`config.mk`:
```
export PLATFORM = sky130hd
export DESIGN_NAME = uart_bus_responder
export DESIGN_NICKNAME = d
export VERILOG_FILES = /design/src/rtl/uart_bus_responder_pkg.sv /design/src/rtl/uart_bus_responder_byte_fifo.sv /design/src/rtl/uart_bus_responder.sv
export SDC_FILE = /design/constraint.sdc
export NUM_CORES = 1
export LEC_CHECK = 0
export CORE_MARGIN = 3
export CORE_UTILIZATION = 49
export CTS_BUF_LIST = sky130_fd_sc_hd__clkbuf_4 sky130_fd_sc_hd__clkbuf_8
export CTS_CLUSTER_DIAMETER = 50
export CTS_CLUSTER_SIZE = 40
export DETAILED_ROUTE_END_ITERATION = 16
export GPL_TIMING_DRIVEN = 0
export PLACE_DENSITY = 0.82
export REMOVE_ABC_BUFFERS = 1
export SYNTH_ARGS = -nofsm -noshare
export SYNTH_HDL_FRONTEND = slang
export SYNTH_SLANG_ARGS = --single-unit
export TNS_END_PERCENT = 5
```
`constraint.sdc`:
```
create_clock -name clk -period 3.15 [get_ports clk]
set_input_delay 0.315 -clock clk [delete_from_list [all_inputs] [get_ports clk]]
set_output_delay 0.315 -clock clk [all_outputs]
set_load 0.03 [all_outputs]
```
`src/rtl/uart_bus_responder_pkg.sv`:
```
// Shared constants and types for the UART bus responder.
// No logic of its own; address offsets, CON bit positions and TX FSM states.
// Imported by the responder top and its byte FIFO.
package uart_bus_responder_pkg;

   localparam int BYTE_W = 8;

   // Register offsets from BASE_ADDR
   localparam logic [31:0] TXD_OFS = 32'h0000_0000;
   localparam logic [31:0] RXD_OFS = 32'h0000_0004;
   localparam logic [31:0] CON_OFS = 32'h0000_0008;

   // CON register bit positions
   localparam int CON_RX_IE   = 0;
   localparam int CON_TX_IE   = 1;
   localparam int CON_RX_NE   = 2;
   localparam int CON_TX_FULL = 3;
   localparam int CON_TX_BUSY = 4;
   localparam int CON_RX_OVR  = 5;
   localparam int CON_TX_OVF  = 6;

   typedef enum logic [1:0] {
      IDLE       = 2'd0,
      LAUNCH     = 2'd1,
      WAIT_START = 2'd2,
      WAIT_DONE  = 2'd3
   } tx_state_t;

endpackage

```
`src/rtl/uart_bus_responder_byte_fifo.sv`:
```
// Byte FIFO, DEPTH entries, pointers carry an extra wrap bit.
// dout shows the head combinationally; push/pop take effect on the clock edge.
// Push while full is dropped unless a pop frees the slot on the same edge; pop while empty is ignored.
module byte_fifo
   import uart_bus_responder_pkg::*;
#(
   parameter int DEPTH = 4
) (
   input  logic              clk,
   input  logic              reset,
   input  logic              push,
   input  logic              pop,
   input  logic [BYTE_W-1:0] din,
   output logic [BYTE_W-1:0] dout,
   output logic              full,
   output logic              empty
);

   localparam int AW = $clog2(DEPTH);

   logic [BYTE_W-1:0] mem [DEPTH];
   logic [AW:0]       wr_ptr;
   logic [AW:0]       rd_ptr;
   logic              do_pop;
   logic              do_push;

   assign empty   = (wr_ptr == rd_ptr);
   assign full    = (wr_ptr[AW] != rd_ptr[AW]) && (wr_ptr[AW-1:0] == rd_ptr[AW-1:0]);
   assign do_pop  = pop & ~empty;
   assign do_push = push & (~full | do_pop);
   assign dout    = mem[rd_ptr[AW-1:0]];

   // Pointer advance on accepted push/pop
   always_ff @(posedge clk or negedge reset) begin
      if (!reset) begin
         wr_ptr <= '0;
         rd_ptr <= '0;
      end else begin
         if (do_push) wr_ptr <= wr_ptr + 1'b1;
         if (do_pop)  rd_ptr <= rd_ptr + 1'b1;
      end
   end

   // Storage write; contents need no reset because the pointers gate visibility
   always_ff @(posedge clk) begin
      if (do_push) mem[wr_ptr[AW-1:0]] <= din;
   end

endmodule

```
`src/rtl/uart_bus_responder.sv`:
```
// Bus responder bridging CPU loads/stores to uart_tx/uart_rx through TX and RX byte FIFOs.
// TXD write to idle empty FIFO -> TX_EN two edges later; RX byte visible in CON/irq the next cycle.
// No bus stall: writes to a full TX FIFO and RX bytes into a full RX FIFO are dropped and flagged sticky.
module uart_bus_responder
   import uart_bus_responder_pkg::*;
#(
   parameter int          DEPTH     = 4,
   parameter logic [31:0] BASE_ADDR = 32'h4000_0018
) (
   input  logic        clk,
   input  logic        reset,
   input  logic        rd,
   input  logic        wr,
   input  logic [31:0] addr,
   input  logic [31:0] wdata,
   output logic [31:0] rdata,
   input  logic        RX_STATUS,
   input  logic [7:0]  RX_DATA,
   input  logic        TX_STATUS,
   output logic        TX_EN,
   output logic [7:0]  TX_DATA,
   output logic        irq
);

   tx_state_t   state_q, state_d;
   logic        txd_hit, rxd_hit, con_hit, con_wr;
   logic        tx_push, tx_pop, tx_full, tx_empty, load_data;
   logic        rx_pop, rx_full, rx_empty;
   logic [7:0]  tx_head, rx_head;
   logic        rx_ie, tx_ie, rx_ovr, tx_ovf;
   logic        rx_ovr_set, tx_ovf_set, tx_busy;
   logic [31:0] con_val;
   logic        unused_wdata;

   assign txd_hit = (addr == BASE_ADDR + TXD_OFS);
   assign rxd_hit = (addr == BASE_ADDR + RXD_OFS);
   assign con_hit = (addr == BASE_ADDR + CON_OFS);
   assign con_wr  = wr & con_hit;
   assign tx_push = wr & txd_hit;
   assign rx_pop  = rd & rxd_hit & ~rx_empty;

   assign tx_ovf_set = tx_push & tx_full & ~tx_pop;
   assign rx_ovr_set = RX_STATUS & rx_full & ~rx_pop;
   assign tx_busy    = ~tx_empty | (state_q != IDLE);
   assign irq        = (rx_ie & ~rx_empty) | (tx_ie & ~tx_busy);
   assign TX_EN      = (state_q == LAUNCH);
   assign unused_wdata = ^wdata[31:8];

   byte_fifo #(.DEPTH(DEPTH)) u_tx_fifo (
      .clk   (clk),
      .reset (reset),
      .push  (tx_push),
      .pop   (tx_pop),
      .din   (wdata[7:0]),
      .dout  (tx_head),
      .full  (tx_full),
      .empty (tx_empty)
   );

   byte_fifo #(.DEPTH(DEPTH)) u_rx_fifo (
      .clk   (clk),
      .reset (reset),
      .push  (RX_STATUS),
      .pop   (rx_pop),
      .din   (RX_DATA),
      .dout  (rx_head),
      .full  (rx_full),
      .empty (rx_empty)
   );

   // CON read image assembled from live state and sticky flags
   always_comb begin
      con_val              = '0;
      con_val[CON_RX_IE]   = rx_ie;
      con_val[CON_TX_IE]   = tx_ie;
      con_val[CON_RX_NE]   = ~rx_empty;
      con_val[CON_TX_FULL] = tx_full;
      con_val[CON_TX_BUSY] = tx_busy;
      con_val[CON_RX_OVR]  = rx_ovr;
      con_val[CON_TX_OVF]  = tx_ovf;
   end

   // Read mux: zero unless a matched read; empty RXD reads also return zero
   always_comb begin
      rdata = '0;
      if (rd) begin
         if (rxd_hit && !rx_empty) rdata = {24'b0, rx_head};
         else if (con_hit)         rdata = con_val;
      end
   end

   // Interrupt enables and sticky overrun flags; a new event wins over a clear
   always_ff @(posedge clk or negedge reset) begin
      if (!reset) begin
         rx_ie  <= 1'b0;
         tx_ie  <= 1'b0;
         rx_ovr <= 1'b0;
         tx_ovf <= 1'b0;
      end else begin
         if (con_wr) begin
            rx_ie <= wdata[CON_RX_IE];
            tx_ie <= wdata[CON_TX_IE];
         end
         if (rx_ovr_set)                         rx_ovr <= 1'b1;
         else if (con_wr && wdata[CON_RX_OVR])   rx_ovr <= 1'b0;
         if (tx_ovf_set)                         tx_ovf <= 1'b1;
         else if (con_wr && wdata[CON_TX_OVF])   tx_ovf <= 1'b0;
      end
   end

   // TX launch FSM state register
   always_ff @(posedge clk or negedge reset) begin
      if (!reset) state_q <= IDLE;
      else        state_q <= state_d;
   end

   // TX launch FSM next state; head is captured entering LAUNCH so TX_DATA is valid with TX_EN
   always_comb begin
      state_d   = state_q;
      tx_pop    = 1'b0;
      load_data = 1'b0;
      case (state_q)
         IDLE: begin
            if (!tx_empty && !TX_STATUS) begin
               state_d   = LAUNCH;
               load_data = 1'b1;
            end
         end
         LAUNCH: begin
            tx_pop  = 1'b1;
            state_d = WAIT_START;
         end
         WAIT_START: if (TX_STATUS)  state_d = WAIT_DONE;
         WAIT_DONE:  if (!TX_STATUS) state_d = IDLE;
         default:    state_d = IDLE;
      endcase
   end

   // TX byte holding register, stable until the next launch
   always_ff @(posedge clk or negedge reset) begin
      if (!reset)         TX_DATA <= 8'h00;
      else if (load_data) TX_DATA <= tx_head;
   end

endmodule

```
# Yosys cells after proc, flatten, opt, wreduce, memory -nomap -nowiden
# Memories as Yosys holds them, arrays and structs flattened. A register that Yosys moved wholly into a read port is not among the register bits.
# Cells that the tools add are included.
# word_totals
ff_bits	18
latchBits	0
ramBits	64
mem_bits_ro	0
in_bits	78
output_inout_bits	42
n_memories	2
# mem_list
name	words	width	read_ports	rd_clocked_by_memory_dff	write_ports	line	rtl
u_rx_fifo.mem	4	8	1	0	1	uart_bus_responder_byte_fifo.sv:21	logic [BYTE_W-1:0] mem [DEPTH];
u_tx_fifo.mem	4	8	1	1	1	uart_bus_responder_byte_fifo.sv:21	
# classes
n_addsub	4
multipliers	0
n_div	0
magnitude_cmp	0
eq_ne	15
shifts	0
n_mux	18
n_bitwise	25
reduce_logical	15
# op_table
cell	n
32-bit by 31-bit equality test with 1-bit output, second input constant	3
8-bit 2-to-1 mux	2
1-bit AND	14
3-bit by 1-bit adder with 3-bit output, second input constant	4
1-bit 2-to-1 mux	11
2-bit case mux with 4 select lines	1
7-bit 2-to-1 mux	1
1-bit NOT	7
3-bit equality test	2
1-bit logical AND	6
2-bit 2-to-1 mux	3
2-bit inequality test, second input constant	3
2-bit nonzero test	3
2-bit equality test	2
2-bit equality test, second input constant	2
1-bit logical NOT	4
1-bit OR	4
3-bit AND reduction	1
2-bit by 1-bit equality test with 1-bit output, second input constant	1
2-bit logical NOT	1
1-bit inequality test	2

# Depth between registers and ports, before layout
# logic_depth
depth_word	8
depth_mapped	8
depth_no_buf	6

# Hierarchy
# Synthesis repeated with hierarchy kept, for this count alone.
# hier_totals
cells_unflattened	284
area_unflattened_um2	4350.4
# by_module_without_submodules
mod	instances	cells_per_inst	area_each_um2	seq_area_each_um2
byte_fifo (u_rx_fifo)	1	89	1614.0	1111.1
byte_fifo (u_tx_fifo)	1	89	1610.3	1111.1
uart_bus_responder	1	106	1126.1	350.3

# Least setup slack after synthesis
# OpenSTA, ideal clock, no wires.
# synth_path
path_kind	register to output
startpoint	register u_rx_fifo.rd_ptr[0]
endpoint	output rdata[4]
arrival_time_ns	2.173
t_required_ns	2.835
slack_ns	0.662
path_stages_with_launch	8
n_path_buf	3
cell_sequence	dfrtp_1 buf_6 xnor2_1 a31o_1 or4_4 buf_6 buf_2 o2bb2ai_1
# synth_between
elab_chain_cells	5
elab_cells_between_ends	6
# synth_lines
element	line	rtl
from (decl)	uart_bus_responder_byte_fifo.sv:23	logic [AW:0] rd_ptr;
from (signal assigned)	uart_bus_responder_byte_fifo.sv:40	if (do_pop) rd_ptr <= rd_ptr + 1'b1;
3-bit equality test	uart_bus_responder_byte_fifo.sv:27	assign empty = (wr_ptr == rd_ptr);
1-bit logical NOT	uart_bus_responder.sv:87	if (rxd_hit && !rx_empty) rdata = {24'b0, rx_head};
1-bit logical AND	uart_bus_responder.sv:87	
8-bit 2-to-1 mux (*)	uart_bus_responder.sv:87	
8-bit 2-to-1 mux (*)	uart_bus_responder.sv:86	if (rd) begin
to (decl)	uart_bus_responder.sv:16	output logic [31:0] rdata,
# Every way passes the cells marked *; elsewhere a longest branch is shown, timed or not.

# Final worst setup path
# layout_path
startpoint	register u_tx_fifo.rd_ptr[1]
endpoint	output irq
# layout_between
elab_chain_cells	6
# layout_lines
element	line	rtl
from (decl)	uart_bus_responder_byte_fifo.sv:23	
from (signal assigned)	uart_bus_responder_byte_fifo.sv:40	
3-bit equality test	uart_bus_responder_byte_fifo.sv:27	
1-bit NOT	uart_bus_responder.sv:44	assign tx_busy = ~tx_empty | (state_q != IDLE);
1-bit OR	uart_bus_responder.sv:44	
1-bit NOT	uart_bus_responder.sv:45	assign irq = (rx_ie & ~rx_empty) | (tx_ie & ~tx_busy);
1-bit AND	uart_bus_responder.sv:45	
1-bit OR	uart_bus_responder.sv:45	
to (decl)	uart_bus_responder.sv:22	output logic irq
# No other way between the ends.

==> results.sh <==
export IMPL_cts_setup_buffers=0
export IMPL_grt_usage=0.1604
export IMPL_synth_avg_cell_area_um2=15.96
export IMPL_hold_worst_slack_ns=0.4824
export IMPL_p_int_uw=2267
export IMPL_maxCapViolCount=0
export IMPL_detail_route_antenna_nets=0
export IMPL_synth_area_leaders="edfxtp_1 (46%), dfrtp_1 (16%), mux4_1 (5.0%)"
export IMPL_syn_area_mm2=0.004180
export IMPL_synth_edff_count=64
export IMPL_power_per_cell_area_mw_per_mm2=661.5
export IMPL_place_area_mm2=0.004878
export IMPL_htreeDepth=3
export IMPL_leakage_uw=0.001920
export IMPL_power_switching_uw=1093
export IMPL_ys_types=42
export IMPL_rows=33
export IMPL_core_area_mm2=0.008258
export IMPL_finalNonFillerCells=448
export IMPL_fin_ws_ns=0.1991
export IMPL_place_gp_congestion=0.7199
export IMPL_dp_hpwl_um=5448
export IMPL_initial_core_util=0.5062
export IMPL_crit_type="flip-flop to output pin"
export IMPL_arrival_ns=2.64
export IMPL_port_buffers=71
export IMPL_drive_gt1_frac=0.1458
export IMPL_r2r_setup_slack_ns=0.39
export IMPL_grt_start_max_net_pins=27
export IMPL_synth_async_sr_flop_share=0.2889
export IMPL_clockBufferDepth=2
export IMPL_crit_slowest_cell="clkdlybuf4s50_1"
export IMPL_drt_initial_drc_count=101
export IMPL_grt_antenna_before_repair=0
export IMPL_place_inst=431
export IMPL_clock_root_buffer="clkbuf_8"
export IMPL_final_nets=430
export IMPL_ios=120
export IMPL_wl_per_cell_um=16.47
export IMPL_grt_pass1_wl_um=11770
export IMPL_sw_frac_of_total=0.3254
export IMPL_crit_fanout=11
export IMPL_netlist_top_cells_count="edfxtp_1 (64), buf_4 (27), dfrtp_1 (26)"
export IMPL_p_clk_frac=0.221
export IMPL_slew_headroom=0.3899
export IMPL_finalSetupViolCount=0
export IMPL_cp_data_required_time_ns=2.83
export IMPL_die_w_um=98.37
export IMPL_yosys_area_top_type="edfxtp_1"
export IMPL_p_comb_frac=0.292
export IMPL_synthToLayoutAreaGrowth_pct=21.52
export IMPL_cts_tree="yes"
export IMPL_fin_worst_skew_ns=0.01178
export IMPL_peakVddDrop_v=0.0002919
export IMPL_ys_seq_elements=90
export IMPL_drc=0
export IMPL_drtPass1Iterations=4
export IMPL_preCtsSetupSlack_ns=-0.2564
export IMPL_worst_pin_slew_ns=0.9068
export IMPL_ys_seq_area_frac=0.6154
export IMPL_hold_violations=0
export IMPL_p_seq_frac=0.487
export IMPL_hold_path_class="input pin to async pin"
export IMPL_worst_setup_path_start_kind="flip-flop"
export IMPL_via_per_inst=5.301
export IMPL_final_setup_tns_ns=0
export IMPL_synth_top_area_share=0.4597
export IMPL_syn_inst=262
export IMPL_fmax_mhz=338.9
export IMPL_wl_um=7379
export IMPL_fin_crit_ns=2.951
export IMPL_outcome="complete, no violations"
export IMPL_clkSlewWorstSetupHoldPaths_ns=0.10
export IMPL_cp_end_kind="output pin"
export IMPL_insertion_delay_ns=0.36
export IMPL_final_max_slew_viol_count=0
export IMPL_dieArea_mm2=0.009676
export IMPL_grt_pass1_vias=2432
export IMPL_cts_sinks=90
export IMPL_synth_ff_type="edfxtp_1"
export IMPL_vias=2375
export IMPL_fin_area_mm2=0.005080
export IMPL_die_y_um=98.37
export IMPL_crit_chain="xor2_1, nor3b_2, a32o_1, clkdlybuf4s50_1"
export IMPL_fin_crit_sh=0.9368
export IMPL_critPathMaxStageDelay_ns=0.69
export IMPL_yosys_warnings=0
export IMPL_rsz0062_at_grt="false"
export IMPL_cts_buffers=9
export IMPL_grt_ovfl_total=0
export IMPL_n_antenna_cell=0
export IMPL_synth_most_common_cell="edfxtp_1"
cell families after synthesis:
group                      Yosys count  share of synthesized area
muxes                               30                     0.1311
and+or+nand+nor                     43                    0.06435
other                                1                  0.0008971
AOI/OAI and AO/OA                   21                    0.04490
adders and majority gates           14                    0.04190
buffers and inverters               49                    0.07213
xor gates and xnor gates            14                    0.02933
DFF                                 90                     0.6154
sequential cells by signal, indices dropped and copies added (netlist names):
register,cells
state_q,2
u_rx_fifo.rd_ptr,3
u_rx_fifo.wr_ptr,3
rx_ie,1
u_tx_fifo.mem,32
u_tx_fifo.wr_ptr,3
rx_ovr,1
TX_DATA,8
u_tx_fifo.rd_ptr,3
tx_ovf,1
tx_ie,1
u_rx_fifo.mem,32
metal layers:
| metal | global-route usage | vias up | wire (um) |
|---|---|---|---|
| li1 | - | 1105 | - |
| met1 | 0.1917 | 1152 | 2938 |
| met2 | 0.2751 | 104 | 3713 |
| met3 | 0.04214 | 14 | 557 |
| met4 | 0.06723 | 0 | 170 |
| met5 | 0 | - | 0 |
stage by stage:
stage,utilization,power (uW)
after detailed placement,0.5908,2650
after global placement,0.5908,2603
after CTS,0.6145,3397
after floorplan,-,2291
after global routing,0.6152,3550
final,0.6152,3360
power groups by stage:
stage / logic (uW) / clock network (uW) / registers (uW)
5_1_grt: 1070 / 816 / 1670
2_1_floorplan: 567 / 0 / 1720
3_3_place_gp: 951 / 0 / 1650
6_report: 981 / 743 / 1640
3_5_place_dp: 984 / 0 / 1670
4_1_cts: 992 / 763 / 1640
placed cells by master, fill, tap and decap left out, types with 7 or more instances in the layout:
| cell type | netlist | layout |
|---|---|---|
| and2_1 | 7 | 7 |
| clkbuf_8 | 0 | 9 |
| clkdlybuf4s50_1 | 0 | 62 |
| conb_1 | 1 | 24 |
| dfrtp_1 | 26 | 23 |
| dlygate4sd2_1 | 0 | 8 |
| edfxtp_1 | 64 | 64 |
| ha_1 | 14 | 14 |
| inv_1 | 19 | 19 |
| mux2_2 | 13 | 13 |
| mux4_1 | 8 | 8 |
| mux4_2 | 8 | 8 |
| nor4_1 | 9 | 8 |
| o2bb2ai_1 | 8 | 8 |
| xnor2_1 | 8 | 8 |
final cells by class:
| type | count | area [um^2] |
|---|---|---|
| clock buffers | 9 | 123.9 |
| well taps | 105 | 131.4 |
| multi-input cells | 146 | 1404 |
| clock inverters | 7 | 67.56 |
| fillers | 604 | 3178 |
| inverters | 19 | 71.32 |
| flip-flops and latches | 90 | 2576 |
| repair buffers | 72 | 705.7 |
worst max-delay path: cells and delay by family, from the launching register on:
kind	cells	cell delay, ns
and+or+nand+nor	1	0.47
buffers and inverters	1	0.69
xor gates and xnor gates	1	0.22
AOI/OAI and AO/OA	1	0.26
DFF	1	0.65
path summary, 6_finish.rpt:
check	start	to	cells after the start
max in group asynchronous	reset	u_rx_fifo.rd_ptr[1]$_DFFE_PN0P_	2
hold / removal	reset	TX_DATA[7]$_DFFE_PN0P_	2
setup / recovery	u_tx_fifo.rd_ptr[1]$_DFFE_PN0P_	irq	4
setup reg to reg	u_tx_fifo.rd_ptr[1]$_DFFE_PN0P_	u_tx_fifo.mem[3][3]$_DFFE_PP_	4
hold reg to reg	u_tx_fifo.wr_ptr[2]$_DFFE_PN0P_	u_tx_fifo.wr_ptr[2]$_DFFE_PN0P_	1
min in group clk	u_tx_fifo.wr_ptr[2]$_DFFE_PN0P_	u_tx_fifo.wr_ptr[2]$_DFFE_PN0P_	1
repair_timing:
action	in CTS	in global routing
gates resized for setup	14	0
setup endpoints to repair	9	0
hold endpoints to repair	0	6
hold buffers	0	1
Note: power is estimated with default switching activity, not from simulation.
